`src/rtl/signed_add_arbiter.sv`:
```
// Round-robin front end that time-shares one external combinational signed
// adder between NUM_REQ requesters and returns each sum on one response channel.
module signed_add_arbiter #(
  parameter int NUM_REQ = 4,
  parameter int WIDTH   = 32,
  parameter int ID_W    = $clog2(NUM_REQ)
) (
  input  logic                     clk,
  input  logic                     rst_n,
  input  logic [NUM_REQ-1:0]       req_valid,
  output logic [NUM_REQ-1:0]       req_ready,
  input  logic [NUM_REQ*WIDTH-1:0] req_a,
  input  logic [NUM_REQ*WIDTH-1:0] req_b,
  output logic [WIDTH-1:0]         add_a,
  output logic [WIDTH-1:0]         add_b,
  input  logic [WIDTH-1:0]         add_sum,
  output logic                     rsp_valid,
  input  logic                     rsp_ready,
  output logic [ID_W-1:0]          rsp_id,
  output logic [WIDTH-1:0]         rsp_sum,
  output logic                     rsp_ovf,
  output logic                     busy
);

  typedef enum logic [1:0] {
    S_IDLE = 2'd0,
    S_CALC = 2'd1,
    S_RESP = 2'd2
  } state_t;

  state_t             r_state;
  logic [ID_W-1:0]    r_rr_ptr;
  logic [ID_W-1:0]    r_id;
  logic [WIDTH-1:0]   r_op_a;
  logic [WIDTH-1:0]   r_op_b;
  logic               r_rsp_valid;
  logic [ID_W-1:0]    r_rsp_id;
  logic [WIDTH-1:0]   r_rsp_sum;
  logic               r_rsp_ovf;

  logic               w_grant_any;
  logic [ID_W-1:0]    w_grant_id;
  logic [NUM_REQ-1:0] w_grant_oh;
  logic [WIDTH-1:0]   w_sel_a;
  logic [WIDTH-1:0]   w_sel_b;
  logic               w_ovf;
  logic [ID_W-1:0]    w_rr_next;

  // First valid requester at or after r_rr_ptr, wrapping modulo NUM_REQ.
  always_comb begin : grant_scan
    int idx;
    // NOTE: every variable gets a default before any conditional write so the
    // block stays purely combinational (no inferred latch).
    idx         = 0;
    w_grant_any = 1'b0;
    w_grant_id  = '0;
    for (int k = 0; k < NUM_REQ; k++) begin
      idx = int'(r_rr_ptr) + k;
      if (idx >= NUM_REQ) idx = idx - NUM_REQ;
      if (!w_grant_any && req_valid[idx]) begin
        w_grant_any = 1'b1;
        w_grant_id  = ID_W'(idx);
      end
    end
  end

  assign w_grant_oh = NUM_REQ'(1) << w_grant_id;
  assign w_sel_a    = req_a[int'(w_grant_id)*WIDTH +: WIDTH];
  assign w_sel_b    = req_b[int'(w_grant_id)*WIDTH +: WIDTH];

  // Overflow only when both operands share a sign the result does not.
  assign w_ovf = (r_op_a[WIDTH-1] == r_op_b[WIDTH-1]) &&
                 (add_sum[WIDTH-1] != r_op_a[WIDTH-1]);

  assign w_rr_next = (r_id == ID_W'(NUM_REQ - 1)) ? '0 : r_id + ID_W'(1);

  // Gated by rst_n so an asserted reset forces every ready low at once.
  assign req_ready = (rst_n && (r_state == S_IDLE) && w_grant_any) ? w_grant_oh : '0;

  assign add_a     = r_op_a;
  assign add_b     = r_op_b;
  assign rsp_valid = r_rsp_valid;
  assign rsp_id    = r_rsp_id;
  assign rsp_sum   = r_rsp_sum;
  assign rsp_ovf   = r_rsp_ovf;
  assign busy      = (r_state != S_IDLE);

  // NOTE: non-blocking assignments throughout so every register samples
  // pre-edge values regardless of statement order.
  always_ff @(posedge clk or negedge rst_n) begin
    if (!rst_n) begin
      r_state     <= S_IDLE;
      r_rr_ptr    <= '0;
      r_id        <= '0;
      r_op_a      <= '0;
      r_op_b      <= '0;
      r_rsp_valid <= 1'b0;
      r_rsp_id    <= '0;
      r_rsp_sum   <= '0;
      r_rsp_ovf   <= 1'b0;
    end else begin
      case (r_state)
        S_IDLE: begin
          if (w_grant_any) begin
            r_op_a  <= w_sel_a;
            r_op_b  <= w_sel_b;
            r_id    <= w_grant_id;
            r_state <= S_CALC;
          end
        end
        S_CALC: begin
          r_rsp_sum   <= add_sum;
          r_rsp_ovf   <= w_ovf;
          r_rsp_id    <= r_id;
          r_rsp_valid <= 1'b1;
          r_state     <= S_RESP;
        end
        S_RESP: begin
          if (rsp_ready) begin
            r_rsp_valid <= 1'b0;
            r_rr_ptr    <= w_rr_next;
            r_state     <= S_IDLE;
          end
        end
        default: r_state <= S_IDLE;
      endcase
    end
  end

endmodule
```
`config.mk`:
```
export PLATFORM = sky130hd
export DESIGN_NAME = signed_add_arbiter
export DESIGN_NICKNAME = d
export VERILOG_FILES = /design/src/rtl/signed_add_arbiter.sv
export SDC_FILE = /design/constraint.sdc
export NUM_CORES = 1
export LEC_CHECK = 0
export ABC_AREA = 1
export CORE_AREA = 4 4 153 155
export DETAILED_ROUTE_END_ITERATION = 12
export DIE_AREA = 0 0 157 159
export GPL_TIMING_DRIVEN = 0
export PLACE_DENSITY = 0.7
export REMOVE_ABC_BUFFERS = 1
export SYNTH_ARGS = -nofsm -noshare
export SYNTH_HDL_FRONTEND = slang
export SYNTH_SLANG_ARGS = --single-unit
```
`constraint.sdc`:
```
create_clock -name clk -period 2.9 [get_ports clk]
set_clock_uncertainty 0.05 [all_clocks]
set_input_delay 0.58 -clock clk [delete_from_list [all_inputs] [get_ports clk]]
set_output_delay 0.58 -clock clk [all_outputs]
set_load 0.02 [all_outputs]
```
# After elaboration in Yosys (flattened, before gate mapping)
# Index checks and enable logic that the tools add are counted.
# word_totals
out_inout_bits	105
reg_bits	106
# op_classes
shift	3
add_sub_neg	8
n_lt_le_gt_ge	8
eq_ne	7
n_reduce_logical	16
muxes	31
# op_table
cell	count
variable part select 128 x 8 -> 32 bit	2
< comparator 32 x 4 -> 1 bit, second input constant	4
2-to-1 mux 32 bit	4
2-to-1 mux 2 bit	7
2-to-1 mux 1 bit	13
subtractor 3 x 3 -> 4 bit, second input constant	3
>= comparator 3 bit, second input constant	3
binary-select mux 1 bit (select 2 bit)	4
AND reduction 2 bit	4
adder 2 x 2 -> 3 bit, second input constant	2
logical AND 1 bit	6
one-hot mux 2 bit (3 select lines)	1
equality test 2 bit, second input constant	2
2-to-1 mux 4 bit	1
!= test 2 bit, second input constant	2
nonzero test 2 bit	2
<< shifter 1 x 2 -> 4 bit, first input constant	1
subtractor 2 x 3 -> 4 bit, second input constant	1
adder 2 x 1 -> 3 bit, second input constant	1
>= comparator 2 x 3 -> 1 bit, second input constant	1
zero test 1 bit	3
adder 2 x 1 -> 2 bit, second input constant	1
equality test 2 x 1 -> 1 bit, second input constant	1
zero test 2 bit	1
3 further kinds	3

# Logic depth before layout (Yosys ltp)
# depth
word_depth	17
ltp_mapped	17
ltp_nobuf	15

# Least setup slack after synthesis
# Ideal clock, no wire load.
# synth_path
path_type	input to output
from	input req_valid[3]
to	output req_ready[0]
arrival_ps	2065
path_stages	11
path_slack_ps	205
path_cell_list	inv_1 -> nand2_1 -> nand3_1 -> nand2_1 -> nor2_4 -> nand3_4 -> nand3_2 -> buf_6 -> buf_4 -> inv_1 -> nor3_1
# synth_via
elab_chain_cells	15
word_cells_on_any_way	29
cone_classes	shift: 1; mux: 21; reduce/logical: 7
# synth_rtl
item	line_no	source
start, declared	10	input logic [NUM_REQ-1:0] req_valid,
binary-select mux 1 bit (select 2 bit)	60	if (!w_grant_any && req_valid[idx]) begin
2-to-1 mux 1 bit (implied by the code) (2 in series)	60	
2-to-1 mux 1 bit	60	
zero test 1 bit	60	
logical AND 1 bit	60	
2-to-1 mux 1 bit	60	
zero test 1 bit	60	
logical AND 1 bit	60	
2-to-1 mux 1 bit	60	
zero test 1 bit	60	
logical AND 1 bit	60	
2-to-1 mux 2 bit / 2-to-1 mux 1 bit (equally long branches)	60	
<< shifter 1 x 2 -> 4 bit / logical AND 1 bit (equally long branches)	67, 78	
2-to-1 mux 4 bit *	78	assign req_ready = (rst_n && (r_state == S_IDLE) && w_grant_any) ? w_grant_oh : '0;
end, declared	11	output logic [NUM_REQ-1:0] req_ready,
# Every way passes the cells marked *; elsewhere a longest branch is shown, timed or not. The select of a mux whose other input is x is not followed.

# Worst setup path after layout
# layout_path
from	register r_rr_ptr[0]
to	output req_ready[3]
# layout_via
elab_chain_cells	17
word_cells_on_any_way	44
cone_classes	add/sub: 7; order compare: 4; shift: 1; mux: 25; reduce/logical: 7
# layout_rtl
item	line_no	source
start, declared	32	logic [ID_W-1:0] r_rr_ptr;
start signal, assigned	121	r_rr_ptr <= w_rr_next;
branches (longest 16 deep; another with subtractor 3 x 3 -> 4 bit)	--	
2-to-1 mux 4 bit *	78	
# Every way passes the cells marked *. The select of a mux whose other input is x is not followed.

==> impl_results.md <==
* Outcome: complete, but fails checks
* Failing checks: setup timing
* Drt pass-1 iters at 5
* Cell area after synthesis at 7160 sq um
* Worst-Margin Slew at 1230 ps
* Warnings, synthesis at 0
* CP max FO at 4
* Worst Path Buf+Inv at 4
* # diodes at 0
* Synth top area share at around two fifths
* Core area at 21800 sq um
* Cells after Synth at 1158
* Crit path DAT at 2350 ps
* Setup Crit Path Kind: reg -> out
* Antenna violations before repair at 0
* Row count at 54
* P&R area growth vs syn at 71.6%
* Met2 usage at 47.5%
* Slowest-stage cell, CP: dfrtp_4
* Register area share after synthesis at 37.0%
* Tot GR Track Use at roughly 28%
* Final Hold Fails at 0
* Clk root buf: clkbuf_16
* H-tree depth at 3
* Post-DR wirelength/cell at 20.0 um
* Tcrit/Tclk final at 103%
* Max Root-Sink Buffers at 2
* M3 GR Usage at under 10%
* I/O Pins at 400
* Vias at 9224
* Sw Ratio at 55.8%
* NetSw at 9.56 mW
* Max_slew headroom at 17.8%
* Data required time at the worst endpoint at 2270 ps
* Area contributors post-synth: nand2_1 (41%), dfrtp_1 (37%), nand4_1 (11%), buf_2 (4.1%), buf_4 (1.2%)
* P_int at 7.57 mW
* Filler Cells Inserted at 2142
* Slowest cell delay on critical path at 520 ps
* Crit start category: register
* Syn Area/Cell at 6.18 sq um
* CTS tree: done
* Die Height at 159 um
* Port Buffer Count at 399
* CTS buffer count at 9
* Share of layout cells above drive strength 1 at 7.95%
* Power per Cell Area at 1390 nW/um^2
* Final wirelength at 36300 um
* Fmax at 336 MHz
* GR Layer Usage met1 at 34.6%
* Slew Limit Fails at 0
* Leakage power at approximately 6 nW
* Peak supply drop at 0.749 mV
* Comb power frac at between 70% and 80%
* Fin worst setup slack at -78.5 ps
* Total grt overflow at 0
* Starting DRT DRC Count at 494
* Initial Util at 32.8%
* HPWL after DPL at approximately 20000 um
* Most Crowded Layer GR: met2
* Final setup violation count at 4
* Seq pwr share at 15.5%
* Antenna Nets Post-Route at 0
* Leading area contributor after synthesis: nand2_1
* Clk slew on worst S/H paths at ~80 ps
* DRC Markers at 0
* Hold Path Class: in -> async
* First-pass GRT wire length at 53300 um
* Netlist cell types at 23
* Tot Pwr at ~17 mW
* Chip width at ~160 um
* Top delay family on crit path: simple AND/OR/NAND/NOR gates
* Layout Nets at 1826
* Clk sinks at 106
* Routability Congestion at 0.824
* Die area at 25000 sq um
* Pin count of the biggest net entering global routing at between 70 and 80
* Final Critical Period at 2980 ps
* RSZ-0062 raised after global routing: true
* Vias in the first global route at 8977
* Clock Latency Late Sink at 360 ps
* Clock share of power at 7.2%
* Worst hold slack at 78.1 ps
* Flip-flop and latch count after synthesis at 106
* Crit-path cells: buf_6 > nand2_1 > nand2_1 > nand2_2 > nand2_4 > nor2_4 > nand3_1 > nand3_4 > buf_16 > inv_16 > nor3_4 > buf_6
* Max_cap viols at 0
* CP endpoint kind: primary output
* Via density at 5.08
state kept, by name, summed over array words and instances (netlist names):
signal / flops
r_state: 2
rsp_valid: 1
rsp_sum: 32
r_rr_ptr: 2
rsp_id: 2
add_b: 32
add_a: 32
rsp_ovf: 1
r_id: 2
final timing paths:
path	start	slack, ps	end	depth (start not counted)
max	r_rr_ptr[0]	-80	req_ready[3]	12
min	rst_n	80	rsp_sum[12]	1
max reg2reg	r_rr_ptr[0]	100	add_b[12]	15
min reg2reg	rsp_sum[20]	430	rsp_sum[20]	2
max in group asynchronous	rst_n	1980	r_rr_ptr[0]	2
min in group clk	rsp_sum[20]	430	rsp_sum[20]	2
repair_timing:
item                                    4_1_cts  5_1_grt
hold buffers                                  0        0
pin swaps                                    15       20
endpoints found under the hold margin         0        0
gates resized for setup                      78       34
endpoints found under the setup margin       71       44
cloned                                       16        1
setup buffers                                25        5
metal layers:
metal | share of wire (%) | vias to the layer above | wire length, um
met5 | 0 | - | 0
li1 | - | 4450 | -
met1 | 40 | 4278 | 14400
met3 | 8.2 | 79 | 2990
met4 | 3.5 | 0 | 1270
met2 | 49 | 417 | 17700
Yosys cell counts:
| cell type | n |
|---|---|
| a21oi_1 | 1 |
| a31oi_1 | 1 |
| buf_1 | 1 |
| buf_2 | 59 |
| buf_4 | 11 |
| buf_6 | 5 |
| clkbuf_1 | 16 |
| dfrtp_1 | 106 |
| ha_1 | 1 |
| inv_1 | 14 |
| inv_2 | 4 |
| nand2_1 | 778 |
| nand2_2 | 2 |
| nand3_1 | 6 |
| nand3_2 | 3 |
| nand3_4 | 1 |
| nand4_1 | 129 |
| nor2_1 | 5 |
| nor2_4 | 1 |
| nor3_1 | 5 |
| o21ai_0 | 7 |
| o21ai_1 | 1 |
| o31ai_1 | 1 |
metrics by stage:
| step | cell area (sq um) | cells | utilization (%) | setup WS [ps] | setup TNS (ps) |
|---|---|---|---|---|---|
| 3_3_place_gp | 11000 | 1745 | 50.4 | -5740 | -711430 |
| 2_1_floorplan | 6660 | 1066 | - | -2560 | -126740 |
| 5_1_grt | 12300 | 1815 | 56.3 | -156 | -956 |
| 6_report | 12300 | 1815 | 56.3 | -78.5 | -236 |
| 3_5_place_dp | 11200 | 1752 | 51.5 | -3120 | -117590 |
| 4_1_cts | 12100 | 1809 | 55.4 | -1.19 | -1.90 |
worst reg2reg max path, cell delays in order (launching register included):
cell	delay [ps]
dfrtp_4	520
buf_12	150
buf_6	130
nand2_1	60
nand2_1	90
nand2_1	100
nand2_2	90
nand2_8	100
buf_4	160
nand3_2	610
nand4_1	350
nand2_1	80
nand2_1	50
nand2_1	60
nand2_1	50
nand2_1	50
cell usage in the layout, fill, tap and decap left out, types with 5 or more instances in the layout:
master and count:
nand2_8 5, buf_6 5, nand2_2 10, clkbuf_16 9
nand3_4 10, o21ai_0 7, inv_1 9, nand4_1 129
buf_4 28, nand2_4 10, buf_16 7, nand2_1 759
dfrtp_1 104, clkdlybuf4s50_1 390
cell type report:
type | count | area [sq um] | area share (%)
Timing Repair inverter | 5 | 43.8 | 0.356
Timing Repair Buffer | 438 | 4500 | 36.6
Tap cell | 280 | 350 | 2.85
Clock buffer | 9 | 225 | 1.83
Multi-Input combinational cell | 952 | 4330 | 35.2
Sequential cell | 106 | 2660 | 21.6
Clock inverter | 7 | 61.3 | 0.499
Inverter | 18 | 118 | 0.957
cell families after synthesis:
family	synth area share [%]
adder cells (fa/ha/maj)	0.175
buffers and inverters	7.90
AND/OR/NAND/NOR	54.1
AO/OA/AOI/OAI	0.821
flip-flops	37.0
power by group through the flow:
stage / Sequential [mW] / Clock (mW) / Combinational (mW)
2_1_floorplan: 3.40 / 0 / 5.61
3_3_place_gp: 2.61 / 0 / 9.47
3_5_place_dp: 2.65 / 0 / 10.8
4_1_cts: 2.65 / 1.26 / 12.9
5_1_grt: 2.73 / 1.31 / 14.5
6_report: 2.65 / 1.23 / 13.2
Power figures use the tool's default switching activity.
